## src/rtl/ddr4_axi_traffic_gen.sv

```systemverilog
// AXI4 write-then-read-back traffic generator for DDR4 bring-up.
// Writes a seeded pattern in INCR bursts, reads it back and counts errors.
module ddr4_axi_traffic_gen #(
  parameter int                DATA_W     = 256,
  parameter int                ADDR_W     = 31,
  parameter int                BURST_LEN  = 16,
  parameter int                NUM_BURSTS = 4,
  parameter logic [ADDR_W-1:0] BASE_ADDR  = '0,
  parameter logic [31:0]       SEED       = 32'hA5A5_0000
) (
  input  logic                sys_clk,
  input  logic                sys_rst,
  input  logic                start,
  input  logic                calib_done,
  output logic                busy,
  output logic                done,
  output logic                pass,
  output logic [15:0]         err_count,
  output logic [15:0]         first_err_beat,
  output logic [ADDR_W-1:0]   m_axi_awaddr,
  output logic [7:0]          m_axi_awlen,
  output logic [2:0]          m_axi_awsize,
  output logic [1:0]          m_axi_awburst,
  output logic                m_axi_awvalid,
  input  logic                m_axi_awready,
  output logic [DATA_W-1:0]   m_axi_wdata,
  output logic [DATA_W/8-1:0] m_axi_wstrb,
  output logic                m_axi_wlast,
  output logic                m_axi_wvalid,
  input  logic                m_axi_wready,
  input  logic [1:0]          m_axi_bresp,
  input  logic                m_axi_bvalid,
  output logic                m_axi_bready,
  output logic [ADDR_W-1:0]   m_axi_araddr,
  output logic [7:0]          m_axi_arlen,
  output logic [2:0]          m_axi_arsize,
  output logic [1:0]          m_axi_arburst,
  output logic                m_axi_arvalid,
  input  logic                m_axi_arready,
  input  logic [DATA_W-1:0]   m_axi_rdata,
  input  logic [1:0]          m_axi_rresp,
  input  logic                m_axi_rlast,
  input  logic                m_axi_rvalid,
  output logic                m_axi_rready
);

  localparam int                LANES        = DATA_W / 32;
  localparam int                BEAT_BYTES   = DATA_W / 8;
  localparam logic [ADDR_W-1:0] BURST_STRIDE = ADDR_W'(BURST_LEN * BEAT_BYTES);
  localparam logic [2:0]        AX_SIZE      = 3'($clog2(BEAT_BYTES));
  localparam logic [7:0]        AX_LEN       = 8'(BURST_LEN - 1);
  localparam logic [15:0]       LAST_BURST   = 16'(NUM_BURSTS - 1);
  localparam logic [15:0]       BURST_BEATS  = 16'(BURST_LEN);

  typedef enum logic [2:0] {
    S_IDLE, S_WAIT_CAL, S_AW, S_W, S_B, S_AR, S_R, S_DONE
  } state_t;

  state_t              state, state_nxt;
  logic [ADDR_W-1:0]   addr;
  logic [7:0]          beat;
  logic [15:0]         gbeat;
  logic [15:0]         burst_idx;
  logic                err_seen;

  logic                w_hs, b_hs, r_hs;
  logic                last_beat, last_burst;
  logic                data_err, rresp_err, rlast_err;
  logic [1:0]          err_add;
  logic [15:0]         err_beat;
  logic [16:0]         err_sum;
  logic [DATA_W-1:0]   beat_pattern;

  // Lane k of global beat i carries SEED ^ {i, 8'd0, k}.
  function automatic logic [DATA_W-1:0] pattern(input logic [15:0] idx);
    logic [DATA_W-1:0] d;
    d = '0;
    for (int k = 0; k < LANES; k++) begin
      d[k*32 +: 32] = SEED ^ {idx, 8'd0, 8'(k)};
    end
    return d;
  endfunction

  assign w_hs       = m_axi_wvalid && m_axi_wready;
  assign b_hs       = m_axi_bready && m_axi_bvalid;
  assign r_hs       = m_axi_rready && m_axi_rvalid;
  assign last_beat  = (beat == AX_LEN);
  assign last_burst = (burst_idx == LAST_BURST);
  assign beat_pattern = pattern(gbeat);

  always_comb begin
    // NOTE: every branch-assigned signal gets a default first, so no latch is inferred.
    state_nxt = state;
    case (state)
      S_IDLE, S_DONE: if (start)         state_nxt = calib_done ? S_AW : S_WAIT_CAL;
      S_WAIT_CAL:     if (calib_done)    state_nxt = S_AW;
      S_AW:           if (m_axi_awready) state_nxt = S_W;
      S_W:            if (w_hs && last_beat) state_nxt = S_B;
      S_B:            if (b_hs)          state_nxt = last_burst ? S_AR : S_AW;
      S_AR:           if (m_axi_arready) state_nxt = S_R;
      S_R:            if (r_hs && last_beat) state_nxt = last_burst ? S_DONE : S_AR;
      default:                           state_nxt = S_IDLE;
    endcase
  end

  // The burst length is owned by the beat counter, so a missing or early rlast
  // is only an error and never shortens or stretches the burst.
  assign data_err  = r_hs && (m_axi_rdata != beat_pattern);
  assign rresp_err = r_hs && (m_axi_rresp != 2'b00);
  assign rlast_err = r_hs && (m_axi_rlast != last_beat);

  always_comb begin
    err_add  = 2'd0;
    err_beat = gbeat;
    if (b_hs && m_axi_bresp != 2'b00) begin
      err_add  = 2'd1;
      err_beat = gbeat - BURST_BEATS;
    end
    if (r_hs) begin
      err_add = {1'b0, data_err} + {1'b0, rresp_err} + {1'b0, rlast_err};
    end
  end

  assign err_sum = {1'b0, err_count} + {15'd0, err_add};

  always_ff @(posedge sys_clk or posedge sys_rst) begin
    // NOTE: state registers use non-blocking assignments so every flop samples pre-edge values.
    if (sys_rst) begin
      state          <= S_IDLE;
      addr           <= '0;
      beat           <= '0;
      gbeat          <= '0;
      burst_idx      <= '0;
      err_count      <= '0;
      first_err_beat <= 16'hFFFF;
      err_seen       <= 1'b0;
    end else begin
      state <= state_nxt;
      case (state)
        S_IDLE, S_DONE: begin
          if (start) begin
            addr           <= BASE_ADDR;
            beat           <= '0;
            gbeat          <= '0;
            burst_idx      <= '0;
            err_count      <= '0;
            first_err_beat <= 16'hFFFF;
            err_seen       <= 1'b0;
          end
        end
        S_W: begin
          if (w_hs) begin
            beat  <= last_beat ? 8'd0 : beat + 8'd1;
            gbeat <= gbeat + 16'd1;
          end
        end
        S_B: begin
          if (b_hs) begin
            // Read-back restarts at the base of the region.
            if (last_burst) begin
              burst_idx <= '0;
              addr      <= BASE_ADDR;
              gbeat     <= '0;
            end else begin
              burst_idx <= burst_idx + 16'd1;
              addr      <= addr + BURST_STRIDE;
            end
          end
        end
        S_R: begin
          if (r_hs) begin
            beat  <= last_beat ? 8'd0 : beat + 8'd1;
            gbeat <= gbeat + 16'd1;
            if (last_beat) begin
              burst_idx <= burst_idx + 16'd1;
              addr      <= addr + BURST_STRIDE;
            end
          end
        end
        default: ;
      endcase

      if (err_add != 2'd0) begin
        err_count <= err_sum[16] ? 16'hFFFF : err_sum[15:0];
        if (!err_seen) begin
          first_err_beat <= err_beat;
          err_seen       <= 1'b1;
        end
      end
    end
  end

  assign busy = (state != S_IDLE) && (state != S_DONE);
  assign done = (state == S_DONE);
  assign pass = done && (err_count == 16'd0);

  // Payloads are zero outside their own state, which keeps reset values clean.
  assign m_axi_awvalid = (state == S_AW);
  assign m_axi_awaddr  = m_axi_awvalid ? addr : '0;
  assign m_axi_awlen   = m_axi_awvalid ? AX_LEN : 8'd0;
  assign m_axi_awsize  = m_axi_awvalid ? AX_SIZE : 3'd0;
  assign m_axi_awburst = m_axi_awvalid ? 2'b01 : 2'b00;

  assign m_axi_wvalid  = (state == S_W);
  assign m_axi_wdata   = m_axi_wvalid ? beat_pattern : '0;
  assign m_axi_wstrb   = m_axi_wvalid ? '1 : '0;
  assign m_axi_wlast   = m_axi_wvalid && last_beat;

  assign m_axi_bready  = (state == S_B);

  assign m_axi_arvalid = (state == S_AR);
  assign m_axi_araddr  = m_axi_arvalid ? addr : '0;
  assign m_axi_arlen   = m_axi_arvalid ? AX_LEN : 8'd0;
  assign m_axi_arsize  = m_axi_arvalid ? AX_SIZE : 3'd0;
  assign m_axi_arburst = m_axi_arvalid ? 2'b01 : 2'b00;

  assign m_axi_rready  = (state == S_R);

endmodule

```

## config.mk

```make
export PLATFORM = sky130hd
export DESIGN_NAME = ddr4_axi_traffic_gen
export DESIGN_NICKNAME = d
export VERILOG_FILES = /design/src/rtl/ddr4_axi_traffic_gen.sv
export SDC_FILE = /design/constraint.sdc
export NUM_CORES = 1
export LEC_CHECK = 0
export CORE_AREA = 10 10 262 264
export CTS_CLUSTER_DIAMETER = 60
export DETAILED_ROUTE_END_ITERATION = 12
export DIE_AREA = 0 0 272 274
export PLACE_DENSITY = 0.4
export SYNTH_ARGS = -nofsm -noshare
export SYNTH_HDL_FRONTEND = slang
export SYNTH_SLANG_ARGS = --single-unit
```

## constraint.sdc

```tcl
create_clock -name sys_clk -period 4.79 [get_ports sys_clk]
set_input_delay 1.437 -clock sys_clk [delete_from_list [all_inputs] [get_ports sys_clk]]
set_output_delay 1.437 -clock sys_clk [all_outputs]
set_load 0.05 [all_outputs]
```

==> results of run 1 <==
==> sequential cells by signal (all words and copies together) (netlist names) <==
register,count
addr,22
beat,8
burst_idx,16
err_count,16
err_seen,1
first_err_beat,16
gbeat,16
state,3
==> through the flow <==
stage	cell area [µm²]	worst slack (ns)
5_1_grt	16400	-0.617
3_3_place_gp	15500	-1.72
6_report	16400	-0.370
2_1_floorplan	10400	-0.549
3_5_place_dp	15500	-1.73
4_1_cts	16200	-0.360
==> area by class of cell <==
type / count / area, µm²
Fill cell: 6991 / 47300
Timing Repair Buffer: 632 / 6480
Multi-Input combinational cell: 914 / 5930
Sequential cell: 98 / 2470
Tap cell: 855 / 1070
Clock buffer: 11 / 253
Inverter: 22 / 85.1
Clock inverter: 5 / 60.1
Antenna cell: 15 / 37.5
==> cells by family (layout without fill, tap and decap cells) <==
logic type | count (synthesis) | count (layout)
xor+xnor | 70 | 70
flops | 98 | 98
simple gates | 518 | 518
compound gates | 158 | 158
other cells | 1 | 161
buf+inv | 393 | 670
mux | 12 | 12
fa+ha+maj | 10 | 10
==> synth_stat cells (3+ instances only) <==
library cell and instances:
nor4_1 46, or4_1 6, ha_1 8, nand4_1 29
buf_2 7, nor4bb_1 3, nand2_1 86, nand2b_1 14
and3_1 33, a211oi_1 5, buf_1 6, xor2_1 48
and4_1 11, o211ai_1 4, nor4b_1 6, clkbuf_1 41
o22ai_1 13, a21oi_1 34, dfrtp_1 82, inv_1 21
nand3_1 48, o21ai_0 47, nor2_1 100, xnor2_1 22
buf_4 316, a221oi_1 3, nor2b_1 5, and2_1 58
o21a_1 4, o31ai_1 4, a31oi_1 12, dfstp_2 16
or3_1 7, nor3_1 45, mux2i_1 11, a41oi_1 4
o2111ai_1 3
==> final timing paths <==
check                            startpoint            to  cells after the start
min in group asynchronous           sys_rst  err_count[7]                      2
setup / recovery           m_axi_rdata[139]  err_count[3]                     20
max in group asynchronous           sys_rst      gbeat[6]                      3
hold / removal                     err_seen      err_seen                      1
setup reg to reg                   gbeat[6]  err_count[3]                     19
hold reg to reg                    err_seen      err_seen                      1
==> power breakdown <==
group	leakage [nW]	switching, mW	total, mW	internal, mW
Clock	0.152	0.360	0.797	0.437
Combinational	5.46	3.67	5.17	1.50
Sequential	1.30	0.137	1.12	0.982
==> layer usage <==
| layer | GRT usage [%] | up-vias |
|---|---|---|
| met5 | 0 | - |
| met2 | 25.6 | 385 |
| met1 | 14.7 | 4785 |
| met4 | 3.68 | 10 |
| met3 | 5.01 | 56 |
| li1 | - | 4767 |
==> what timing repair did <==
action / in CTS / in global routing
endpoints found under the setup margin: 32 / 16
pin swaps: 94 / 22
resized for setup: 346 / 31
gates cloned: 0 / 0
buffers inserted: 6 / 1
==> worst register-to-register path: cells and delay by family, from the launching register on <==
family | cells | cell delay (ns)
buffers and inverters | 4 | 0.50
adders and majority gates | 3 | 0.97
and+or+nand+nor | 7 | 1.22
AOI/OAI and AO/OA | 5 | 1.06
DFF | 1 | 0.61
==> flow_summary.json, run 1 <==
{
  "cp-end-kind": "register",
  "wl_met1_mm": 20.9,
  "yosys-mux-area-fraction_pct": 1.23,
  "die_area_mm2": 0.0745,
  "final_common_cell": "clkdlybuf4s50_1",
  "synth-edff-count": 0,
  "layout-drive-gt1-share_pct": 22.8,
  "final_cell_mix": "clkdlybuf4s50_1, conb_1, buf_4",
  "synth-adder-area-share_pct": 1.42,
  "startpoint_type": "input pin",
  "fin_worst_skew_ns": 0.00933,
  "cts_buffer_depth": 2,
  "finalHoldViolCount": 0,
  "status": "complete, but fails checks",
  "avgSynthCellArea_um2": 7.81,
  "finalSetupTns_ns": -4.85,
  "ir_drop_uv": 318,
  "period_needed_ns": 5.16,
  "whs_ns": 0.495,
  "p_per_area_mw_per_mm2": 433,
  "synthSimpleGateAreaFrac_pct": 28.6,
  "synth_area_mm2": 0.00984,
  "row_count": 93,
  "worstMarginPinSlew_ns": 0.879,
  "setup-violations-final": 16,
  "port_buffers": 540,
  "cp_slowest_stage_delay_ns": 0.42,
  "synth_top_family_by_area": "simple AND/OR/NAND/NOR gates",
  "ys_top_cells_by_area": "buf_4, dfrtp_1, dfstp_2",
  "crit_family": "simple AND/OR/NAND/NOR gates",
  "grt_usage_pct": 13.9,
  "final_util_pct": 25.7,
  "io_pins": 687,
  "layout_setup_ws_ns": -0.370,
  "ys_ff_latch": 98,
  "core_mm2": 0.0636,
  "crit_path_cell_trace": "dlygate4sd2_1 > nor4_4 > nand4_1 > buf_4 > nor4_4 > nand3_2 > o21ai_2 > buf_6 > fa_1 > o22ai_2 > ha_2 > inv_2 > fa_2 > nand3b_1 > nor4_4 > nand3_2 > buf_6 > a21oi_2 > nor2_1 > a211oi_2",
  "grt_pass1_wl_mm": 76.4,
  "cts_root_buf": "clkbuf_16",
  "antenna_found_initial": 26,
  "ant_nets": 0,
  "synth.distinct_cells": 78,
  "slew_headroom_pct": 41.3,
  "async_flop_share_pct": 100,
  "die_h_um": 274,
  "placed_cells": 2514,
  "holdCritPathClass": "register to register",
  "max_cap_violations": 0,
  "syn2layout_area_growth_pct": 66.6,
  "final_nets": 1957,
  "crit_arrival_ns": 5.44,
  "drt-total-wl_mm": 55.2,
  "grt_max_degree": 49,
  "rsz0062_at_grt": "true",
  "cts_tree": "yes",
  "maxSlewViolCount": 0,
  "grt-ovfl-total": 0,
  "p_total_mw": 7.09,
  "critical_path_class": "input pin to register",
  "netlist_instances": 1260,
  "r2r_slack_ns": 0.37,
  "gp_congestion": 0.874,
  "clk_pin_slew_ns": 0.07,
  "wl_per_cell_um": 21.6,
  "first_pass_iters": 5,
  "grt_pass1_vias": 10244,
  "highest_layer": "met5",
  "wl_met2_mm": 29.0,
  "worstSkewPairLatency_ns": 0.36,
  "cp_slowest_cell": "fa_1",
  "critical_path.max_fanout": 7,
  "cpMostUsedCell": "nor4_4",
  "avgViaCountPerCell": 3.92,
  "drc_errors": 0,
  "leakagePower_nw": 6.91,
  "critical_path_buf_inv_count": 5,
  "numClockSinks": 98,
  "synth_area_leader_cell": "buf_4",
  "initial_utilization_pct": 15.5,
  "synthXorXnorAreaFrac_pct": 6.23,
  "synth_compound_area_share_pct": 10.1,
  "synth_top_cell_area_share_pct": 24.1,
  "die_x_um": 272,
  "cts_hold_buf": 0,
  "cts-htree-levels": 3,
  "vias": 10003,
  "numCtsBuffers": 9,
  "drtIter0Drc": 504,
  "fmax_ghz": 0.194,
  "fin_cells": 2552,
  "violations": "negative setup slack",
  "ys_seq_area_share_pct": 25.1,
  "post-route-period-util_pct": 108,
  "synth_flop_cell": "dfrtp_1",
  "dp_hpwl_mm": 46.5,
  "worst_ep_required_time_ns": 5.07,
  "yosys_warnings": 0,
  "met3WireLength_mm": 4.27
}
Power figures use the tool's default switching activity.
==> run 2: changes to the inputs <==
Settings changed: SKIP_LAST_GASP set to 1.
Clock period 4.79 ns to 5.2 ns, I/O delays scaled along.
==> run 2 against run 1 <==
- sequential power is 8% lower
- setup slack better by 0.23 ns
- final cell count is 0.20% lower
- register-to-register slack better by 0.24 ns
- count of clock-buffer cells in the layout is 2 lower
- via count is 0.76% lower
- the flow still finishes with violations (negative setup slack)
==> flow_summary.json, run 2 (same netlist as run 1, synthesis figures left out) <==
{
  "status": "complete, but fails checks",
  "violations": "negative setup slack",
  "cts_tree": "yes",
  "cts_hold_buf": 0,
  "final_nets": 1948,
  "worst_ep_required_time_ns": 5.49,
  "slew_headroom_pct": 35.0,
  "layout_setup_ws_ns": -0.142,
  "crit_arrival_ns": 5.63,
  "grt_pass1_wl_mm": 77.1,
  "fin_worst_skew_ns": 0.0133,
  "grt_busiest_layer": "met2",
  "die_x_um": 272,
  "gr-usage-met1_pct": 14.7,
  "post-route-period-util_pct": 103,
  "die_h_um": 274,
  "row_count": 93,
  "antenna_found_initial": 30,
  "cts_buffer_depth": 2,
  "grt_util_met3_pct": 5.05,
  "r2r_slack_ns": 0.61,
  "ir_drop_uv": 263,
  "fmax_ghz": 0.187,
  "port_buffers": 540,
  "core_mm2": 0.0636,
  "finalHoldViolCount": 0,
  "grt_max_degree": 50,
  "vias": 9927,
  "p_per_area_mw_per_mm2": 404,
  "setup-violations-final": 16,
  "holdCritPathClass": "register to register",
  "rsz0062_at_grt": "true",
  "ant_nets": 0,
  "avgViaCountPerCell": 3.90,
  "max_cap_violations": 0,
  "worstMarginPinSlew_ns": 0.973,
  "grt_usage_pct": 13.9,
  "finalSetupTns_ns": -1.63,
  "wl_per_cell_um": 21.5,
  "maxSlewViolCount": 0,
  "grt-ovfl-total": 0,
  "dp_hpwl_mm": 45.8,
  "max_flop_register": "addr",
  "period_needed_ns": 5.34,
  "numClockSinks": 98,
  "initial_utilization_pct": 15.5,
  "first_pass_iters": 5,
  "critical_path_class": "input pin to register",
  "io_pins": 687,
  "die_area_mm2": 0.0745,
  "grt_pass1_vias": 10518,
  "worstSkewPairLatency_ns": 0.36,
  "clk_pin_slew_ns": 0.08,
  "drt-total-wl_mm": 54.8,
  "drc_errors": 0,
  "cts-htree-levels": 3,
  "critical_path.max_fanout": 7,
  "syn2layout_area_growth_pct": 63.6,
  "final_common_cell": "clkdlybuf4s50_1",
  "met2_usage_pct": 24.9,
  "placed_cells": 2509,
  "fill_cells": 7024,
  "whs_ns": 0.485,
  "largest_register_ffs": 22,
  "startpoint_type": "input pin",
  "gp_congestion": 0.838,
  "fin_cells": 2547,
  "layout-drive-gt1-share_pct": 19.7,
  "drtIter0Drc": 393,
  "cp-end-kind": "register",
  "cts_root_buf": "clkbuf_16",
  "leakagePower_nw": 6.77,
  "final_cell_mix": "clkdlybuf4s50_1, conb_1, buf_4",
  "numCtsBuffers": 9
}
==> run 2: cell count changes in the layout (fill, tap and decap cells not counted), moves of 3 or more <==
cell	previous run	this run
dlygate4sd2_1	86	74
buf_4	130	110
inv_8	0	3
diode_2	15	19
clkdlybuf4s50_1	284	343
buf_12	67	34
nor4_2	13	20
dlymetal6s2s_1	8	19
clkbuf_2	2	12
buf_2	22	8
nor4_1	21	16
clkdlybuf4s15_1	18	12
==> run 2: metrics by stage <==
step                total power, mW  utilization, %  worst slack (ns)  instance area (µm²)
floorplan                      4.69               -            -0.263                10400
global placement               5.83            23.8             -1.44                15200
detailed placement             5.84            23.8             -1.53                15200
CTS                            6.58            24.9            -0.184                15800
global route                   6.82            25.3            -0.382                16100
finish                         6.51            25.3            -0.142                16100
==> run 2: worst paths after layout <==
kind | startpoint | end | cells past startpoint
worst max register to register | gbeat[4] | err_count[9] | 19
worst max-delay path | m_axi_rdata[6] | err_count[9] | 20
max in group asynchronous | sys_rst | first_err_beat[3] | 3
worst min-delay path | err_seen | err_seen | 1
worst min register to register | err_seen | err_seen | 1
min in group asynchronous | sys_rst | err_count[8] | 2
==> run 2: metal layers <==
| layer | routed length [µm] | part of all wire (%) |
|---|---|---|
| met4 | 1130 | 2.1 |
| met2 | 28500 | 52 |
| met1 | 20600 | 38 |
| met5 | 121 | 0.22 |
| met3 | 4410 | 8.1 |
==> run 2: repair_timing <==
action,4_1_cts,5_1_grt
gates resized for setup,261,75
setup buffers,4,1
pin swaps,84,33
setup endpoints to repair,17,16
==> run 2: power by group <==
part / total (mW) / switching, mW / internal, mW / leakage (nW)
Clock: 0.699 / 0.359 / 0.340 / 0.142
Sequential: 1.03 / 0.129 / 0.904 / 1.30
Combinational: 4.77 / 3.38 / 1.40 / 5.32
Total: 6.51 / 3.86 / 2.64 / 6.77
==> run 2: cell type report <==
class / instances / area (µm²) / area share, %
sequential: 98 / 2470 / 15.4
antenna: 19 / 47.5 / 0.295
inverter: 22 / 85.1 / 0.529
clock buffer: 9 / 225 / 1.40
tap: 855 / 1070 / 6.65
clock inverter: 7 / 67.6 / 0.420
timing repair buffer: 623 / 6170 / 38.3
multi-input combinational: 914 / 5960 / 37.0
==> run 2: worst max-delay path, cell delays in order <==
cell and delay, ns:
clkdlybuf4s15_1 0.18, nor4_2 0.29, nand4_1 0.21, a2111oi_4 0.28, buf_4 0.16, and4_1 0.19
nand4_1 0.19, o21ai_2 0.19, buf_6 0.14, fa_1 0.42, o22ai_1 0.14, ha_2 0.22
inv_2 0.04, fa_2 0.33, nand3b_1 0.20, nor4_2 0.21, nand3_1 0.16, and2_4 0.21
a41o_1 0.24, nor2_1 0.08
==> run 3: changes to the inputs <==
Settings changed: RECOVER_POWER set to 50.
==> run 3 against run 2 <==
- via count about the same
- total power fell by 0.32%
- the flow finishes with violations (max-capacitance violations, max-slew violations, negative setup slack)
- global-route usage is the same
- wire length hardly changed
- largest power group unchanged
- fmax hardly changed
- count of clock-buffer cells in the layout unchanged
- cell area is essentially flat
- critical path depth unchanged
- sequential cell count did not move
==> flow_summary.json, run 3 (same netlist as run 1, synthesis figures left out) <==
{
  "die_area_mm2": 0.0745,
  "final_util_pct": 25.3,
  "whs_endpoint": "err_seen",
  "r2r-start": "gbeat[4]",
  "drtIter0Drc": 393,
  "port_buffers": 540,
  "setup-violations-final": 16,
  "gp_congestion": 0.838,
  "drt-total-wl_mm": 54.8,
  "critical_path.max_fanout": 7,
  "grt_pass1_wl_mm": 77.1,
  "cts_tree": "yes",
  "max_flop_register": "addr",
  "cts-htree-levels": 3,
  "worstMarginPinSlew_ns": 1.95,
  "crit_arrival_ns": 5.63,
  "max_cap_violations": 2,
  "r2r_slack_ns": 0.61,
  "die_x_um": 272,
  "period_needed_ns": 5.34,
  "die_h_um": 274,
  "layout-drive-gt1-share_pct": 19.6,
  "post-route-period-util_pct": 103,
  "slew_headroom_pct": -30.7,
  "numClockSinks": 98,
  "grt_usage_pct": 13.9,
  "critical_path_class": "input pin to register",
  "core_mm2": 0.0636,
  "first_pass_iters": 5,
  "worst_ep_required_time_ns": 5.49,
  "rsz0062_at_grt": "true",
  "status": "complete, but fails checks",
  "wl_per_cell_um": 21.5,
  "vias": 9931,
  "violations": "max-capacitance violations, max-slew violations, negative setup slack",
  "numCtsBuffers": 9,
  "finalHoldViolCount": 0,
  "fin_worst_skew_ns": 0.0133,
  "grt_max_degree": 50,
  "worstSkewPairLatency_ns": 0.36,
  "whs_ns": 0.485,
  "pre_cts_ws_ns": -1.53,
  "layout_setup_ws_ns": -0.141,
  "ir_drop_uv": 263,
  "avgViaCountPerCell": 3.90,
  "final_cell_mix": "clkdlybuf4s50_1, conb_1, buf_4",
  "fill_cells": 7025,
  "r2r.worst_path.cells": 19,
  "finalSetupTns_ns": -1.63,
  "holdCritPathClass": "register to register",
  "p_per_area_mw_per_mm2": 403,
  "cts_hold_buf": 0,
  "r2r_end": "err_count[9]",
  "final_nets": 1948,
  "cp-end-kind": "register",
  "p_total_mw": 6.49,
  "fmax_ghz": 0.187,
  "min_path_cells": 1,
  "dp_hpwl_mm": 45.8,
  "largest_register_ffs": 22,
  "row_count": 93,
  "grt-ovfl-total": 0,
  "grt_pass1_vias": 10518,
  "initial_utilization_pct": 15.5,
  "cts_buffer_depth": 2,
  "hp-start": "err_seen",
  "leakagePower_nw": 6.75,
  "ant_nets": 0,
  "maxSlewViolCount": 76,
  "clk_pin_slew_ns": 0.08,
  "cts_root_buf": "clkbuf_16",
  "startpoint_type": "input pin",
  "drc_errors": 0,
  "final_common_cell": "clkdlybuf4s50_1",
  "syn2layout_area_growth_pct": 63.5,
  "io_pins": 687,
  "antenna_found_initial": 30
}
-- run 3: where the power goes --
group / total [mW] / switching [mW] / internal, mW
registers: 1.03 / 0.127 / 0.903
logic: 4.76 / 3.37 / 1.38
clock network: 0.699 / 0.359 / 0.340
-- run 3: final cells by class --
cell class,instances,area (µm²),area share [%]
multi-input cells,914,5960,37.0
inverters,22,83.8,0.521
diodes,19,47.5,0.296
clock inverters,7,67.6,0.420
flip-flops and latches,98,2470,15.4
repair buffers,623,6160,38.3
well taps,855,1070,6.65
clock buffers,9,225,1.40
-- run 3: layer usage --
layer	GRT usage, %	routed length, µm	vias to the layer above	share of wire, %
met1	14.7	20600	4701	38
li1	-	-	4750	-
met2	24.9	28500	400	52
met4	4.91	1130	18	2.1
met3	5.05	4410	62	8.1
met5	0	121	-	0.22
-- run 3: repair_timing --
action / CTS / global route
cloned: 0 / 0
pin swaps: 84 / 33
gates resized for setup: 261 / 75
buffers inserted: 4 / 1
endpoints found under the hold margin: 0 / 0
setup endpoints to repair: 17 / 16
-- run 3: per-stage QoR --
step / instance area, µm² / cells
after CTS: 15800 / 2527
after global routing: 16100 / 2542
after detailed placement: 15200 / 2509
final: 16100 / 2547
after floorplan: 10400 / 1405
after global placement: 15200 / 2509
-- run 3: worst max-delay path: stages --
cell and delay [ns]:
clkdlybuf4s15_1 0.18, nor4_2 0.29, nand4_1 0.21, a2111oi_4 0.28
buf_4 0.16, and4_1 0.19, nand4_1 0.19, o21ai_2 0.19
buf_6 0.14, fa_1 0.42, o22ai_1 0.14, ha_2 0.22
inv_2 0.04, fa_2 0.33, nand3b_1 0.20, nor4_2 0.21
nand3_1 0.16, and2_4 0.21, a41o_1 0.24, nor2_1 0.08
-- run 3: how the worst max path moves through the flow --
stage / startpoint / to / slack (ns) / cells past startpoint
after floorplan: m_axi_rdata[55] / err_count[9] / -0.26 / 18
after global placement: m_axi_rdata[39] / err_count[9] / -1.44 / 20
after detailed placement: m_axi_rdata[39] / err_count[7] / -1.53 / 20
after CTS: m_axi_rdata[238] / err_count[9] / -0.18 / 20
after global routing: m_axi_rdata[5] / err_count[10] / -0.38 / 22
final: m_axi_rdata[6] / err_count[9] / -0.14 / 20
